File: config.mk
export PLATFORM = sky130hd
export DESIGN_NAME = spdif_decode
export DESIGN_NICKNAME = d
export VERILOG_FILES = /design/src/rtl/spdif_decode.sv
export SDC_FILE = /design/constraint.sdc
export NUM_CORES = 1
export LEC_CHECK = 0
export BUFFER_PORTS_ARGS = -buffer_cell sky130_fd_sc_hd__buf_4
export CAP_MARGIN = 20
export CORE_MARGIN = 2
export CORE_UTILIZATION = 30
export DETAILED_ROUTE_END_ITERATION = 8
export PLACE_DENSITY = 0.45
export RECOVER_POWER = 50
export SETUP_SLACK_MARGIN = 0.02
export SYNTH_ARGS = -nofsm -noshare
export SYNTH_HDL_FRONTEND = slang
export SYNTH_SLANG_ARGS = --single-unit
File: constraint.sdc
create_clock -name clk -period 6.2 [get_ports clk]
set_input_delay 0.31 -clock clk [delete_from_list [all_inputs] [get_ports clk]]
set_output_delay 0.31 -clock clk [all_outputs]
set_load 0.05 [all_outputs]
File: src/rtl/spdif_decode.sv
// spdif_decode: biphase-mark S/PDIF receiver. Measures the time between input edges,
// classifies each pulse as 1, 2 or 3 unit intervals, recognizes B/M/W preambles, and
// assembles 24-bit left/right sample pairs with even-parity checking.
module spdif_decode #(
  parameter int unsigned T_SHORT_MAX = 9,
  parameter int unsigned T_MED_MAX   = 15,
  parameter int unsigned T_LONG_MAX  = 22
) (
  input  logic        clk,
  input  logic        reset_n,
  input  logic        spdif,
  output logic [23:0] sample_left,
  output logic [23:0] sample_right,
  output logic        sample_valid,
  output logic        block_start,
  output logic        locked,
  output logic        parity_error
);

  localparam int unsigned CntW = $clog2(T_LONG_MAX + 2);
  localparam logic [CntW-1:0] ShortMax = CntW'(T_SHORT_MAX);
  localparam logic [CntW-1:0] MedMax   = CntW'(T_MED_MAX);
  localparam logic [CntW-1:0] LongMax  = CntW'(T_LONG_MAX);
  localparam logic [CntW-1:0] SatVal   = CntW'(T_LONG_MAX + 1);

  typedef enum logic [1:0] {StHunt, StPre, StData} state_e;
  typedef enum logic [1:0] {PulS, PulM, PulL, PulBad} pulse_e;
  typedef enum logic [1:0] {SubB, SubM, SubW} sub_e;

  logic            sync1_q, sync1_d, sync2_q, sync2_d, sync3_q, sync3_d;
  logic [CntW-1:0] cnt_q, cnt_d;
  state_e          state_q, state_d;
  logic [1:0]      pre_idx_q, pre_idx_d;
  sub_e            pre_kind_q, pre_kind_d;
  sub_e            sub_q, sub_d;
  logic [4:0]      bit_cnt_q, bit_cnt_d;
  logic            half_q, half_d;
  logic [27:0]     sr_q, sr_d;
  logic            pend_valid_q, pend_valid_d;
  logic            pend_b_q, pend_b_d;
  logic [23:0]     pend_left_q, pend_left_d;
  logic [23:0]     left_q, left_d, right_q, right_d;
  logic            block_q, block_d;
  logic            locked_q, locked_d;
  logic            valid_q, valid_d;
  logic            perr_q, perr_d;

  logic   edge_det, timeout, fail, bit_ok, bit_val;
  pulse_e pulse;

  // Synchronizer chain plus one extra stage holding the previous level for edge detection.
  always_comb begin
    sync1_d  = spdif;
    sync2_d  = sync1_q;
    sync3_d  = sync2_q;
    edge_det = sync2_q ^ sync3_q;
  end

  // Pulse-length counter: restarts at 1 on an edge, saturates one past the long limit.
  always_comb begin
    if (edge_det) begin
      cnt_d = CntW'(1);
    end else if (cnt_q == SatVal) begin
      cnt_d = cnt_q;
    end else begin
      cnt_d = cnt_q + CntW'(1);
    end
    timeout = !edge_det && (cnt_q == SatVal);
    // cnt_q is the length of the pulse that ends at this edge.
    if (cnt_q == '0) begin
      pulse = PulBad;
    end else if (cnt_q <= ShortMax) begin
      pulse = PulS;
    end else if (cnt_q <= MedMax) begin
      pulse = PulM;
    end else if (cnt_q <= LongMax) begin
      pulse = PulL;
    end else begin
      pulse = PulBad;
    end
  end

  // Preamble/data decoder, subframe pairing and output strobes.
  always_comb begin
    state_d      = state_q;
    pre_idx_d    = pre_idx_q;
    pre_kind_d   = pre_kind_q;
    sub_d        = sub_q;
    bit_cnt_d    = bit_cnt_q;
    half_d       = half_q;
    sr_d         = sr_q;
    pend_valid_d = pend_valid_q;
    pend_b_d     = pend_b_q;
    pend_left_d  = pend_left_q;
    left_d       = left_q;
    right_d      = right_q;
    block_d      = block_q;
    locked_d     = locked_q;
    valid_d      = 1'b0;
    perr_d       = 1'b0;
    fail         = 1'b0;
    bit_ok       = 1'b0;
    bit_val      = 1'b0;

    if (timeout) begin
      fail = 1'b1;
    end else if (edge_det) begin
      unique case (state_q)
        StHunt: begin
          if (pulse == PulL) begin
            state_d   = StPre;
            pre_idx_d = 2'd1;
          end
        end
        StPre: begin
          unique case (pre_idx_q)
            2'd0: begin
              if (pulse == PulL) pre_idx_d = 2'd1;
              else fail = 1'b1;
            end
            2'd1: begin
              pre_idx_d = 2'd2;
              unique case (pulse)
                PulS:    pre_kind_d = SubB;
                PulL:    pre_kind_d = SubM;
                PulM:    pre_kind_d = SubW;
                default: fail = 1'b1;
              endcase
            end
            2'd2: begin
              if (pulse == PulS) pre_idx_d = 2'd3;
              else fail = 1'b1;
            end
            default: begin
              if ((pre_kind_q == SubB && pulse == PulL) ||
                  (pre_kind_q == SubM && pulse == PulS) ||
                  (pre_kind_q == SubW && pulse == PulM)) begin
                locked_d  = 1'b1;
                state_d   = StData;
                bit_cnt_d = 5'd0;
                half_d    = 1'b0;
                sub_d     = pre_kind_q;
              end else begin
                fail = 1'b1;
              end
            end
          endcase
        end
        StData: begin
          if (pulse == PulS) begin
            if (half_q) begin
              bit_ok  = 1'b1;
              bit_val = 1'b1;
              half_d  = 1'b0;
            end else begin
              half_d = 1'b1;
            end
          end else if (pulse == PulM && !half_q) begin
            bit_ok  = 1'b1;
            bit_val = 1'b0;
          end else begin
            fail = 1'b1;
          end
        end
        default: fail = 1'b1;
      endcase
    end

    // Bits arrive LSB first, so shift in at the top; after 28 bits slot 4 sits at bit 0.
    if (bit_ok) begin
      sr_d = {bit_val, sr_q[27:1]};
      if (bit_cnt_q == 5'd27) begin
        state_d   = StPre;
        pre_idx_d = 2'd0;
        if (^sr_d) begin
          perr_d       = 1'b1;
          pend_valid_d = 1'b0;
        end else if (sub_q == SubW) begin
          if (pend_valid_q) begin
            left_d  = pend_left_q;
            right_d = sr_d[23:0];
            block_d = pend_b_q;
            valid_d = 1'b1;
          end
          pend_valid_d = 1'b0;
        end else begin
          pend_valid_d = 1'b1;
          pend_left_d  = sr_d[23:0];
          pend_b_d     = (sub_q == SubB);
        end
      end else begin
        bit_cnt_d = bit_cnt_q + 5'd1;
      end
    end

    // Loss of sync; an offending L pulse may itself be the start of the next preamble.
    if (fail) begin
      locked_d     = 1'b0;
      pend_valid_d = 1'b0;
      half_d       = 1'b0;
      if (edge_det && pulse == PulL) begin
        state_d   = StPre;
        pre_idx_d = 2'd1;
      end else begin
        state_d = StHunt;
      end
    end
  end

  // State registers with asynchronous active-low clear.
  always_ff @(posedge clk or negedge reset_n) begin
    if (!reset_n) begin
      sync1_q      <= 1'b0;
      sync2_q      <= 1'b0;
      sync3_q      <= 1'b0;
      cnt_q        <= '0;
      state_q      <= StHunt;
      pre_idx_q    <= 2'd0;
      pre_kind_q   <= SubB;
      sub_q        <= SubB;
      bit_cnt_q    <= 5'd0;
      half_q       <= 1'b0;
      sr_q         <= 28'd0;
      pend_valid_q <= 1'b0;
      pend_b_q     <= 1'b0;
      pend_left_q  <= 24'd0;
      left_q       <= 24'd0;
      right_q      <= 24'd0;
      block_q      <= 1'b0;
      locked_q     <= 1'b0;
      valid_q      <= 1'b0;
      perr_q       <= 1'b0;
    end else begin
      sync1_q      <= sync1_d;
      sync2_q      <= sync2_d;
      sync3_q      <= sync3_d;
      cnt_q        <= cnt_d;
      state_q      <= state_d;
      pre_idx_q    <= pre_idx_d;
      pre_kind_q   <= pre_kind_d;
      sub_q        <= sub_d;
      bit_cnt_q    <= bit_cnt_d;
      half_q       <= half_d;
      sr_q         <= sr_d;
      pend_valid_q <= pend_valid_d;
      pend_b_q     <= pend_b_d;
      pend_left_q  <= pend_left_d;
      left_q       <= left_d;
      right_q      <= right_d;
      block_q      <= block_d;
      locked_q     <= locked_d;
      valid_q      <= valid_d;
      perr_q       <= perr_d;
    end
  end

  assign sample_left  = left_q;
  assign sample_right = right_q;
  assign sample_valid = valid_q;
  assign block_start  = block_q;
  assign locked       = locked_q;
  assign parity_error = perr_q;

endmodule

==> metrics, run 1 <==
status complete, but fails checks; failing checks capacitance limit, slew limit; ys flop type dfrtp_1; Synth area leader dfrtp_1; Vias/cell 4.71; maximum number of pins on one net before global-route repair 78; YS warnings 0; clock skew 0.00799 ns; Slew Viols, Final 52; CP max stage cell clkbuf_1; Multi-input gate area 2290 um2; Pwr per Cell Area 282 nW/um2; hold path depth 0; final setup TNS 0 ns; first-pass GRT wire length 18600 um; top-count cell post-synth dfrtp_1; fin nets 487; Max Cap Viol 1; Setup violations, final 0; Post-synth EDFFs 0; grt total ovfl 0; RSZ-0062 raised after global routing no; Seq/Total Area, Yosys 0.570; fill count 1792; row count 49; clk sink count 127; vias 3387; DRC viols 0; Worst EP required 6.77 ns; # H-tree levels 4; CTS tree built; Area contributors post-synth dfrtp_1, mux2_2, mux2_4; Distinct cells, synth 52; critical-path cell list dlygate4sd3_1 > clkbuf_1 > clkbuf_1 > buf_16; Final Critical Period 3.70 ns; GPL Wtd Cong 0.761; slowest stage delay, CP 1.94 ns; #FFs+latches synth 127; Synth top area share 0.570; FMAX 270 MHz; Clk Latency, worst-skew pair 0.41 ns; final wirelength 11200 um; drt first pass iters 5; Die X-Extent 140 um; total power 1.88 mW; Num CTS Buffers 17; Setup CP Type in -> async; Slew headroom -0.844; vias in the first global route 3494; fin util 0.369; CP endpoint kind asynchronous set/reset pin; HP Class reg -> reg; PostCTS Resize Cnt 0; final hold vios 0; WL/cell 15.6 um; R2R depth 10; diodes inserted 0; Gate Count Post-Synth 412; P&R area growth vs syn 19.6%; CTS Root Cell clkbuf_16; clock buffer depth 2; CP startpoint kind primary input; Die Area 19700 um2; core area 18100 um2; Detail Route Antenna Nets 0; register area 3180 um2; Max FO, Critical Path 55; Syn Area/Cell 13.5 um2; pin slew with the least headroom to its limit 2.77 ns; Die H 140 um; Clock transition at path regs 0.05 ns; Crit path top cell by count clkbuf_1; Buffers on Ports 54; All-Layer GR Usage 0.121; Tcrit/Tclk final 0.597; syn nets 421; Worst VDD drop 0.000221 V; Post-DP HPWL 7300 um; Mapped Area 5580 um2; Worst Path Arrival 4.27 ns; P_leak 3.21 nW; Commonest cells post-synth dfrtp_1, mux2_2, nand2_1; Initial Utilization 0.309; initial DRC count 161; antenna violations before repair 0; layout cell share with drive strength beyond 1 0.286; hold_ws 0.346 ns; I/O pins 55; FFs w/ async S/R, synth 1.00
==> metrics by stage <==
stage | setup slack, ns | std cells | cell area (um2)
after floorplan | 3.39 | 412 | 5580
after global placement | 2.32 | 684 | 6220
after detailed placement | 2.21 | 684 | 6220
after CTS | 2.18 | 717 | 6820
after global routing | 1.79 | 719 | 6670
final | 2.50 | 719 | 6670
==> power breakdown <==
| group | leakage [nW] | total [mW] | switching (mW) | internal, mW |
|---|---|---|---|---|
| Clock | 0.289 | 0.963 | 0.339 | 0.624 |
| Sequential | 1.76 | 0.850 | 0.0132 | 0.837 |
| Combinational | 1.16 | 0.0684 | 0.0463 | 0.0220 |
==> worst max-delay path: cells and delay by family <==
| family | cells | cell delay [ns] |
|---|---|---|
| buf+inv | 4 | 3.91 |
==> layer usage <==
metal  GRT usage  share of wire  routed length (um)  up-vias
li1            -              -                   -     1588
met1       0.158           0.48                5360     1707
met2       0.190           0.47                5230       77
met3      0.0291          0.035                 396       15
met4      0.0574          0.018                 199        0
met5           0              0                   0        -
==> flip-flops by register name (all words and copies together), names as in the netlist, 2 cells and up <==
register,flops
pend_left_q,24
cnt_q,5
sr_q,27
pre_kind_q,2
state_q,2
bit_cnt_q,5
pre_idx_q,2
sample_left,24
sub_q,2
sample_right,24
==> cells in the final DEF, fill, tap and decap left out, types with 3 or more instances in the layout <==
cell and count:
nand3_1 5, mux2_2 82, clkbuf_8 7, and3_1 4, nand2_1 23, a21oi_1 11, inv_1 9, xnor2_1 22
xor2_1 4, clkbuf_16 17, mux2_4 20, o21ai_0 10, clkbuf_1 57, dfrtp_1 127, nand2b_1 3, nor2_1 22
nor3_1 3, nor2b_1 5, o21a_1 3, ha_1 6
==> what timing repair did <==
item                                   4_1_cts  5_1_grt
hold buffers                                 2        0
buffers inserted                             0        0
endpoints found under the hold margin       51        0
==> path summary, 6_finish.rpt <==
path / startpoint / endpoint / slack, ns
worst max-delay path: reset_n / state_q[0] / 2.50
worst max register to register: cnt_q[1] / sample_left[0] / 2.75
worst min register to register: sync1_q / sync2_q / 0.35
worst min-delay path: sync1_q / sync2_q / 0.35
max in group clk: cnt_q[1] / sample_left[0] / 2.75
min in group asynchronous: reset_n / pend_left_q[12] / 1.33
==> cells by family after synthesis <==
logic type / count (synthesis) / synth area share
XOR/XNOR: 29 / 0.0518
multiplexers: 103 / 0.221
AND/OR/NAND/NOR: 82 / 0.0749
adder cells (fa/ha/maj): 6 / 0.0135
flip-flops: 127 / 0.570
buffers and inverters: 23 / 0.0206
AO/OA/AOI/OAI: 42 / 0.0487
==> layout make-up <==
class	count	area share
flip-flops and latches	127	0.476
multi-input cells	262	0.344
clock buffers	27	0.0799
repair buffers	61	0.0450
well taps	229	0.0429
clock inverters	4	0.00731
inverters	9	0.00506
(Power assumes the default switching activity.)
==> inputs of run 2 (changes only) <==
==> constraint.sdc (replaced) <==
create_clock -name clk -period 3.9 [get_ports clk]
set_input_delay 0.195 -clock clk [delete_from_list [all_inputs] [get_ports clk]]
set_output_delay 0.195 -clock clk [all_outputs]
set_load 0.05 [all_outputs]
==> metrics, run 2 (same netlist as run 1, synthesis figures left out) <==
Worst VDD drop 0.000306 V (+39%); GPL Wtd Cong 0.886 (+16%); fin util 0.371 (+0.00201); Largest register FFs 27 (unchanged); vias in the first global route 3612 (+3.4%); diodes inserted 0 (unchanged); Worst Setup SP cnt_q[1]; CTS Root Cell clkbuf_16; Crit path top cell by count mux2_4; leading cell type in the layout, fill and taps excluded dfrtp_1; Slew Viols, Final 30 (-42%); Reg2Reg Launch Point cnt_q[1]; layout cell share with drive strength beyond 1 0.300 (+0.0141); Tcrit/Tclk final 0.867; Worst EP required 4.20 ns (-2.57 ns); Clock transition at path regs 0.05 ns (about the same); Post-DP HPWL 7560 um (+3.5%); clock skew 0.00946 ns (+0.00147 ns); I/O pins 55 (unchanged); Die H 140 um (unchanged); hold path start sync1_q; hold_ws 0.349 ns (+0.00322 ns); pin slew with the least headroom to its limit 1.53 ns (-1.23 ns); hold path depth 0 (unchanged); All-Layer GR Usage 0.125 (+0.00399); r2r setup slk 0.52 ns (-2.23 ns); clock buffer depth 2 (unchanged); Die X-Extent 140 um (unchanged); failing checks capacitance limit, slew limit; slowest stage delay, CP 0.61 ns (-1.33 ns); Largest Register sr_q; antenna violations before repair 0 (unchanged); # Post-CTS Setup Buffers 0 (unchanged); WL/cell 15.5 um (-0.32%); final cell count without fillers 726 (+0.97%); CP startpoint kind register; Buffers on Ports 54 (unchanged); final setup TNS 0 ns (unchanged); Slew headroom -0.0223 (+0.821); # H-tree levels 4 (unchanged); maximum number of pins on one net before global-route repair 78 (unchanged); Final Critical Period 3.38 ns; clk sink count 127 (unchanged); vias 3424 (+1.1%); drt first pass iters 4 (-1); final hold vios 0 (unchanged); CTS tree built; Vias/cell 4.72 (+0.12%); row count 49 (unchanged); CP endpoint kind register; initial DRC count 197 (+22%); Max FO, Critical Path 17 (-69%); grt total ovfl 0 (unchanged); HP Class reg -> reg; Clk Latency, worst-skew pair 0.42 ns (about the same); P&R area growth vs syn 20.2%; RSZ-0062 raised after global routing no; Crit. path cell count 10 (+6); CP max stage cell or3_1; worst setup margin 0.518 ns (-1.98 ns); Cells after DPL 691 (+1.0%); Die Area 19700 um2 (unchanged); status complete, but fails checks; Initial Utilization 0.309 (unchanged); R2R depth 10 (unchanged); Worst Path Arrival 3.68 ns (-0.59 ns); critical-path cell list inv_1 > ha_1 > o21bai_1 > a21oi_1 > or4_1 > nand4_1 > mux2_4 > or3_1 > buf_12 > mux2_4; Setup CP Type reg -> reg; Max Cap Viol 1 (unchanged); PostCTS Resize Cnt 0 (unchanged); final wirelength 11300 um (+0.65%); Setup violations, final 0 (unchanged); commonest cells after routing, fill and taps aside dfrtp_1, mux2_2, clkbuf_1; Pwr per Cell Area 456 nW/um2 (+62%); DRC viols 0 (unchanged); core area 18100 um2 (unchanged); fin nets 493 (+1.2%); CP delay by family, top simple AND/OR/NAND/NOR gates; first-pass GRT wire length 19300 um (+3.4%); Num CTS Buffers 17 (unchanged); Placement Setup Slack 0.562 ns (-1.65 ns); Buffers & Inverters on Critical Path 2 (-2); P_leak 3.24 nW (+0.90%); Detail Route Antenna Nets 0 (unchanged); FMAX 296 MHz
## run 2: repair_timing
action / CTS / global route
hold buffers: 2 / 0
setup endpoints to repair: 0 / 0
endpoints found under the hold margin: 72 / 0
## run 2: cell type report
| cell class | count | area [um2] |
|---|---|---|
| clock buffer | 21 | 460 |
| clock inverter | 11 | 139 |
| fill | 1738 | 11400 |
| inverter | 9 | 33.8 |
| multi-input combinational | 262 | 2290 |
| sequential | 127 | 3180 |
| tap | 229 | 287 |
| timing repair buffer | 67 | 319 |
## run 2: final timing paths
check | to
max | pend_left_q[4]
min | sync2_q
max reg2reg | pend_left_q[4]
min reg2reg | sync2_q
max in group asynchronous | sync2_q
min in group asynchronous | sample_left[11]
## run 2: worst reg2reg max path: stages (launching register included)
cell,delay (ns)
dfrtp_1,0.44
inv_1,0.11
ha_1,0.19
o21bai_1,0.16
a21oi_1,0.46
or4_1,0.28
nand4_1,0.11
mux2_4,0.31
or3_1,0.61
buf_12,0.28
mux2_4,0.31
## run 2: where the power goes
group,internal (mW),switching [mW]
clock,1.03,0.569
combinational,0.0348,0.0730
sequential,1.33,0.0212
total,2.40,0.663
## run 2: through the flow
| step | total power, mW | instance area (um2) |
|---|---|---|
| floorplan | 1.43 | 5580 |
| global placement | 1.48 | 6280 |
| detailed placement | 1.48 | 6280 |
| CTS | 3.11 | 6900 |
| global route | 3.20 | 6710 |
| finish | 3.06 | 6710 |
## run 2: metal layers
metal / vias up / wire [um] / track usage
li1: 1615 / - / -
met2: 64 / 5340 / 0.194
met1: 1729 / 5330 / 0.163
met4: 0 / 182 / 0.0553
met5: - / 0 / 0
met3: 16 / 414 / 0.0356
==> inputs of run 3 (changes only) <==
--- a/config.mk
+++ b/config.mk
@@ -5,6 +5,7 @@
 export SDC_FILE = /design/constraint.sdc
 export NUM_CORES = 1
 export LEC_CHECK = 0
+export ABC_AREA = 1
 export BUFFER_PORTS_ARGS = -buffer_cell sky130_fd_sc_hd__buf_4
 export CAP_MARGIN = 20
 export CORE_MARGIN = 2
==> metrics, run 3 <==
Largest Register sr_q; YS warnings 0 (unchanged); Syn Area/Cell 8.79 um2 (-35%); top layer in use met4; All-Layer GR Usage 0.129 (+0.00395); first-pass GRT wire length 20300 um (+5.6%); Vias/cell 4.40 (-6.7%); RSZ-0062 raised after global routing no; antenna violations before repair 0 (unchanged); fin util 0.365 (-0.00567); hold path depth 0 (unchanged); failing checks DRC, capacitance limit, slew limit; maximum number of pins on one net before global-route repair 56 (-28%); Design Area, Final 6610 um2 (-1.5%); Post-synth EDFFs 0 (unchanged); critical-path cell list ha_1 > nand2_1 > nor2_1 > ha_1 > inv_1 > nand2_1 > nand4_2 > nor2_1 > inv_2 > nand2_4 > nand2_1 > inv_2 > nand3_2 > buf_4 > inv_6 > nand2_1 > nand2_1; status complete, but fails checks; Hold EP sync2_q; Pwr per Cell Area 494 nW/um2 (+8.3%); Seq/Total Area, Yosys 0.572 (+0.00231); # H-tree levels 4 (unchanged); top-count cell post-synth nand2_1; vias in the first global route 4135 (+14%); pin slew with the least headroom to its limit 2.17 ns (+0.638 ns); syn nets 641 (+52%); Clk Latency, worst-skew pair 0.42 ns (about the same); Num CTS Buffers 17 (unchanged); Synth area leader dfrtp_1; dpl cell area 6170 um2 (-1.8%); Max FO, Critical Path 53 (+36); #FFs+latches synth 127 (unchanged); Worst EP required 4.26 ns (+0.06 ns); clk sink count 127 (unchanged); final hold vios 0 (unchanged); row count 49 (unchanged); core area 18100 um2 (unchanged); Synth top area share 0.572 (+0.00231); Post-DP HPWL 7940 um (+5.0%); HP Class reg -> reg; FFs w/ async S/R, synth 1.00 (unchanged); Buffers on Ports 54 (unchanged); Initial Utilization 0.307 (-0.00125); fin nets 701 (+42%); DRC viols 3 (+3); Max Cap Viol 2 (+1); CP startpoint kind register; R2R depth 17 (+7); clock buffer depth 2 (unchanged); Die Area 19600 um2 (-0.39%); Tcrit/Tclk final 0.802 (-0.0647); CP delay by family, top simple AND/OR/NAND/NOR gates; Detail Route Antenna Nets 0 (unchanged); r2r setup slk 0.77 ns (+0.25 ns); CP endpoint kind register; drt first pass iters 8 (+4); initial DRC count 205 (+4.1%); Die X-Extent 140 um (-0.20%); vias 4110 (+20%); Worst VDD drop 0.000299 V (-2.1%); Slew headroom -0.448 (-0.425); met2 routed wirelength 5210 um (-2.5%); CTS Root Cell clkbuf_16; PostCTS Resize Cnt 0 (unchanged); ys flop type dfrtp_1; Commonest cells post-synth nand2_1, dfrtp_1, o21ai_0; P_leak 3.13 nW (-3.4%); final setup TNS 0 ns (unchanged); Die H 140 um (-0.20%); CTS tree built; hold path start sync1_q; Setup CP Type reg -> reg; diodes inserted 0 (unchanged); leading cell type in the layout, fill and taps excluded nand2_1; reg-to-reg critical path endpoint sample_left[13]; CP max stage cell dfrtp_1; Area contributors post-synth dfrtp_1, nand2_1, o21ai_0; met1 WL 5820 um (+9.2%); clock skew 0.00977 ns (+0.000312 ns); Clock transition at path regs 0.06 ns (about the same); Worst Path Arrival 3.49 ns (-0.19 ns); final wirelength 11600 um (+3.0%); Crit path top cell by count nand2_1; layout cell share with drive strength beyond 1 0.0794 (-0.220); Mapped Area 5560 um2 (-0.40%); Largest register FFs 27 (unchanged); slowest stage delay, CP 0.42 ns (-0.19 ns); commonest cells after routing, fill and taps aside nand2_1, dfrtp_1, o21ai_0; grt total ovfl 0 (unchanged); Reg2Reg Launch Point cnt_q[1]; WL/cell 12.4 um (-20%); met3 wire length 364 um (-12%); GPL Wtd Cong 0.893 (+0.72%); Final Critical Period 3.13 ns (-0.252 ns); Setup violations, final 0 (unchanged); Gate Count Post-Synth 632 (+53%); FMAX 320 MHz (+8.1%); Buffers & Inverters on Critical Path 5 (+3); P&R area growth vs syn 18.9%; I/O pins 55 (unchanged); Slew Viols, Final 76 (+150%); Distinct cells, synth 34 (-35%)
## run 3: cell type report
cell class	instances	area [um2]
timing repair buffer	61	273
multi-input combinational	422	2010
tap	229	287
clock buffer	18	439
sequential	127	3180
clock inverter	14	181
inverter	63	241
fill	1877	11500
## run 3: per-stage QoR
stage               cells  hold WS (ns)  power, mW  worst slack, ns
finish                934         0.346       3.27            0.770
floorplan             632        -0.101       1.56             1.62
CTS                   934         0.350       3.31            0.746
global placement      900         0.306       1.64            0.875
global route          934         0.354       3.42            0.343
detailed placement    900         0.298       1.64            0.776
## run 3: kinds of logic after synthesis
family,synth area share
and+or+nand+nor,0.211
DFF,0.572
AOI/OAI and AO/OA,0.0975
buffers and inverters,0.0669
xor gates and xnor gates,0.0392
adders and majority gates,0.0135
## run 3: repair_timing
item,in CTS,in global routing
buffers inserted,0,0
hold buffers,2,0
hold endpoints to repair,54,0
## run 3: worst max path at each step
stage                         from                to  slack [ns]  cells after the start
after CTS                 cnt_q[1]   sample_left[10]        0.75                     17
after detailed placement  cnt_q[1]   sample_left[10]        0.78                     17
after floorplan           cnt_q[1]  sample_right[10]        1.62                     17
after global routing      cnt_q[1]   sample_left[10]        0.34                     17
after global placement    cnt_q[1]   sample_left[12]        0.87                     17
final                     cnt_q[1]   sample_left[13]        0.77                     17
## run 3: per-layer routing
layer,global-route usage,vias up
met3,0.0338,18
li1,-,2117
met1,0.168,1914
met4,0.0553,0
met5,0,-
met2,0.204,61
## run 3: report_power, final
group          total [mW]  switching, mW  internal (mW)
clock                1.65          0.617           1.03
combinational       0.238          0.158         0.0800
sequential           1.38         0.0344           1.34
total                3.27          0.809           2.46
